--- src/rtl/uart_rx.sv ---
// uart_rx: 8N1 serial receiver, LSB first, oversampled by an external clk_en tick.
//
// Parameters:
//   OVERSAMPLE  clk_en ticks per bit period (even, >= 4)
//   DATA_BITS   data bits per frame (1..8)
// Ports:
//   clk        system clock, rising edge
//   rst        synchronous active-high reset
//   clk_en     oversample tick, one clk wide, OVERSAMPLE x baud
//   rx         asynchronous serial input, idle high
//   data       last good byte, held until the next good frame
//   valid      one-clk strobe: data updated
//   frame_err  one-clk strobe: stop bit sampled low, frame discarded
//   busy       high from start-edge detect until return to IDLE
module uart_rx #(
    parameter int OVERSAMPLE = 16,
    parameter int DATA_BITS  = 8
) (
    input  logic                 clk,
    input  logic                 rst,
    input  logic                 clk_en,
    input  logic                 rx,
    output logic [DATA_BITS-1:0] data,
    output logic                 valid,
    output logic                 frame_err,
    output logic                 busy
);
    localparam int CW = $clog2(OVERSAMPLE);
    localparam int IW = DATA_BITS > 1 ? $clog2(DATA_BITS) : 1;
    localparam logic [CW-1:0] HALF_M1  = CW'(OVERSAMPLE / 2 - 1);
    localparam logic [CW-1:0] FULL_M1  = CW'(OVERSAMPLE - 1);
    localparam logic [IW-1:0] LAST_IDX = IW'(DATA_BITS - 1);

    typedef enum logic [1:0] {IDLE, START, DATA, STOP} state_t;

    state_t               state, state_n;
    logic                 rx_meta, rx_sync, rx_prev, rx_prev_n;
    logic [CW-1:0]        cnt, cnt_n;
    logic [IW-1:0]        idx, idx_n;
    logic [DATA_BITS-1:0] shreg, shreg_n, data_n;
    logic                 valid_n, ferr_n;

    assign busy = state != IDLE;

    // The synchronizer and strobes run every clk; everything else only moves
    // on ticks because the next-state logic holds values when clk_en is low.
    always_ff @(posedge clk) begin
        if (rst) begin
            rx_meta   <= 1'b1;
            rx_sync   <= 1'b1;
            rx_prev   <= 1'b1;
            state     <= IDLE;
            cnt       <= '0;
            idx       <= '0;
            shreg     <= '0;
            data      <= '0;
            valid     <= 1'b0;
            frame_err <= 1'b0;
        end else begin
            rx_meta   <= rx;
            rx_sync   <= rx_meta;
            rx_prev   <= rx_prev_n;
            state     <= state_n;
            cnt       <= cnt_n;
            idx       <= idx_n;
            shreg     <= shreg_n;
            data      <= data_n;
            valid     <= valid_n;
            frame_err <= ferr_n;
        end
    end

    // rx_prev is the line as seen on the previous tick. A start needs a
    // high-to-low transition between ticks, so a line held low after a
    // framing error cannot retrigger until it has been seen high again.
    always_comb begin
        state_n   = state;
        cnt_n     = cnt;
        idx_n     = idx;
        shreg_n   = shreg;
        data_n    = data;
        rx_prev_n = rx_prev;
        valid_n   = 1'b0;
        ferr_n    = 1'b0;
        if (clk_en) begin
            rx_prev_n = rx_sync;
            case (state)
                IDLE: begin
                    if (!rx_sync && rx_prev) begin
                        state_n = START;
                        cnt_n   = '0;
                    end
                end
                START: begin
                    if (cnt == HALF_M1) begin
                        state_n = rx_sync ? IDLE : DATA;
                        cnt_n   = '0;
                        idx_n   = '0;
                    end else begin
                        cnt_n = cnt + 1'b1;
                    end
                end
                DATA: begin
                    if (cnt == FULL_M1) begin
                        cnt_n        = '0;
                        shreg_n[idx] = rx_sync;
                        idx_n        = idx + 1'b1;
                        state_n      = idx == LAST_IDX ? STOP : DATA;
                    end else begin
                        cnt_n = cnt + 1'b1;
                    end
                end
                STOP: begin
                    if (cnt == FULL_M1) begin
                        state_n = IDLE;
                        cnt_n   = '0;
                        valid_n = rx_sync;
                        ferr_n  = !rx_sync;
                        data_n  = rx_sync ? shreg : data;
                    end else begin
                        cnt_n = cnt + 1'b1;
                    end
                end
                default: state_n = IDLE;
            endcase
        end
    end
endmodule
--- config.mk ---
export PLATFORM = sky130hd
export DESIGN_NAME = uart_rx
export DESIGN_NICKNAME = d
export VERILOG_FILES = /design/src/rtl/uart_rx.sv
export SDC_FILE = /design/constraint.sdc
export NUM_CORES = 1
export LEC_CHECK = 0
export ABC_AREA = 1
export BUFFER_PORTS_ARGS = -buffer_cell sky130_fd_sc_hd__buf_2
export CAP_MARGIN = 20
export CORE_ASPECT_RATIO = 1.75
export CORE_MARGIN = 5
export CORE_UTILIZATION = 45
export CTS_CLUSTER_SIZE = 25
export DETAILED_ROUTE_END_ITERATION = 7
export PLACE_DENSITY = 0.61
export REMOVE_ABC_BUFFERS = 1
export SLEW_MARGIN = 10
export SYNTH_ARGS = -nofsm -noshare
export SYNTH_HDL_FRONTEND = slang
export SYNTH_SLANG_ARGS = --single-unit
--- constraint.sdc ---
create_clock -name clk -period 3.5 [get_ports clk]
set_clock_uncertainty 0.2 [all_clocks]
set_input_delay 0.175 -clock clk [delete_from_list [all_inputs] [get_ports clk]]
set_output_delay 0.175 -clock clk [all_outputs]
set_load 0.01 [all_outputs]
==> impl_metrics.yaml <==
power:
  finalPower_mw: 0.716
  p_sw_mw: 0.155
  p_int_mw: 0.560
  pwr-share-comb: 0.035
  leakagePower_nw: 0.674
  ir_drop_mv: 0.296
  netSwitchingFraction: 0.217
  seqPwrFrac: 0.487
  powerDensity_nw_per_um2: 450
  p_clk_frac: 0.478
logic_synthesis:
  synthFlopType: "dfxtp_1"
  async_reset_ff_frac: 0
  synth-edff-count: 0
  synth.top_cells.by_count: "48 x nand2_1, 30 x dfxtp_1, 30 x nor2_1"
  synth_area_um2: 1390
  yosysTopAreaCellShare: 0.433
  yosysWarningCount: 0
  synthCells: 198
  yosys.area.top_type: "dfxtp_1"
  yosys-top-cells-area: "dfxtp_1 43%, nand2_1 13%, nor2_1 8.1%"
  synth_seq_area_share: 0.433
  ys_types: 22
  avgSynthCellArea_um2: 7.00
  ys_ff_latch: 30
  synthMostInstantiatedCell: "nand2_1"
critical_path:
  reg2reg_slack_ns: 1.65
  rr_worst_depth: 6
  crit_path_end: "data[5]"
  r2r_start: "cnt[0]"
  end_kind: "flip-flop"
  crit_arrival_ns: 1.80
  cp-startpoint: "cnt[0]"
  startpoint_type: "flip-flop"
  r2r-end: "data[5]"
  path_class: "reg -> reg"
  cp.required_ns: 3.45
  cp_max_fo: 9
drt:
  drc: 0
  drt_wl_total_um: 3100
  num_vias: 1309
  dr.pass1.iters: 4
  wl_per_cell_um: 12.1
  dr.first_iter.drc_count: 44
  drtAntennaViolNets: 0
  via_per_inst: 5.09
global_routing:
  grt_pass1_wl_um: 5480
  overflow: 0
  grt_max_degree: 23
  grt_pass1_vias: 1258
  antenna_found_initial: 0
  track_usage: 0.167
clock_tree:
  post_cts_resize_count: 0
  h-tree-depth: 2
  cts_num_sinks: 30
  cts_tree: "yes"
  cts_buffer_depth: 2
  clkTransAtPathRegs_ns: 0.06
  cts_inserted_buffers: 5
  insertion_delay_ns: 0.28
  cts_root_buf: "clkbuf_8"
place:
  numPortBuffers: 14
  hpwl_um: 2340
  place.gp.congestion: 0.819
layout:
  antenna_cells: 0
  multi_input_area_um2: 686
  drive_gt1_frac: 0.144
  ff_latch_area_um2: 601
  area_growth_pct: 14.8
  num-fill-cells: 301
  nNetsFinal: 221
floorplanning:
  core.rowCount: 26
  die_y_um: 83.4
  io_pins: 15
  die_w_um: 52.0
  fp.dieArea_um2: 4330
  core_um2: 2960
  start_util: 0.468
sta:
  fin_setup_tns_ns: 0
  setup_viol: 0
  period_share: 0.528
  rsz0062_at_grt: "no"
  worst_slew_pin_slew_ns: 0.576
  holdWs_ns: 0.105
  slew_viol_final: 0
  hold_violations: 0
  period_minus_slack_ns: 1.85
  max_freq_mhz: 541
  slew_headroom: 0.616
min_path:
  hold_path.class: "in -> reg"
status:
  status: "finished clean"
job:
  cap_viol_max_count: 0
worst min-delay path by stage:
stage / startpoint / to / slack (ns) / cells after the start
after global placement: rx / rx_meta / 0.16 / 2
after CTS: rst / data[1] / 0.11 / 2
after global routing: rst / data[1] / 0.13 / 2
after detailed placement: rx / rx_meta / 0.16 / 2
final: rst / cnt[3] / 0.11 / 2
after floorplan: rst / cnt[1] / 0.04 / 1
power groups by stage:
stage / clock network [mW] / logic (mW) / registers, mW
final: 0.342 / 0.0250 / 0.349
after global routing: 0.364 / 0.0290 / 0.349
after CTS: 0.351 / 0.0251 / 0.348
after detailed placement: 0 / 0.0242 / 0.356
after global placement: 0 / 0.0241 / 0.356
after floorplan: 0 / 0.0127 / 0.355
sequential cells by signal (all words and copies together), names as in the netlist, named ones only:
name,cells
data,8
shreg,8
rx_meta,1
rx_prev,1
valid,1
rx_sync,1
state,1
frame_err,1
cnt,4
idx,3
cell families after synthesis:
group           Yosys count  synth area share
compound gates           25            0.0903
fa+ha+maj                 3            0.0271
buf+inv                  23            0.0722
flops                    30             0.433
simple gates            117             0.377
cell type report:
cell class | count | area share
tap | 42 | 0.0330
clock inverter | 3 | 0.0252
clock buffer | 5 | 0.0432
multi-input combinational | 145 | 0.431
inverter | 17 | 0.0401
timing repair buffer | 15 | 0.0503
sequential | 30 | 0.377
metrics by stage:
| stage | std cells | util | worst slack (ns) | area (um2) |
|---|---|---|---|---|
| 3_5_place_dp | 248 | 0.497 | 1.65 | 1470 |
| 3_3_place_gp | 248 | 0.497 | 1.75 | 1470 |
| 6_report | 257 | 0.538 | 1.65 | 1590 |
| 5_1_grt | 257 | 0.538 | 1.47 | 1590 |
| 4_1_cts | 257 | 0.538 | 1.63 | 1590 |
| 2_1_floorplan | 192 | - | 1.90 | 1350 |
what timing repair did:
action	4_1_cts	5_1_grt
setup buffers	0	0
endpoints found under the hold margin	1	0
hold buffers	1	0
routing by layer:
| metal | vias to the layer above | wire length (um) | track usage | part of all wire |
|---|---|---|---|---|
| li1 | 676 | - | - | - |
| met3 | 9 | 89 | 0.0466 | 0.029 |
| met4 | 0 | 75 | 0.0955 | 0.024 |
| met5 | - | 0 | 0 | 0 |
| met1 | 603 | 1230 | 0.157 | 0.40 |
| met2 | 21 | 1710 | 0.302 | 0.55 |
layout by cell type, fill, tap and decap left out, types with 2 or more instances in the layout:
master and n:
a21oi_1 20, buf_2 14, clkbuf_8 5, clkinv_2 2, dfxtp_1 30, ha_1 3, inv_1 15, nand2_1 48
nand3_1 19, nand3_2 2, nand4_1 10, nor2_1 30, nor2_2 2, nor3_1 2, o21ai_0 5, or2_2 2
worst max-delay path, cell delays in order, from the launching register on:
cell     delay (ns)
dfxtp_1        0.40
ha_1           0.23
nand3_2        0.16
nor2_2         0.31
nand3_2        0.22
nand2_1        0.13
a21oi_1        0.07
Note: power is estimated with default switching activity, not from simulation.
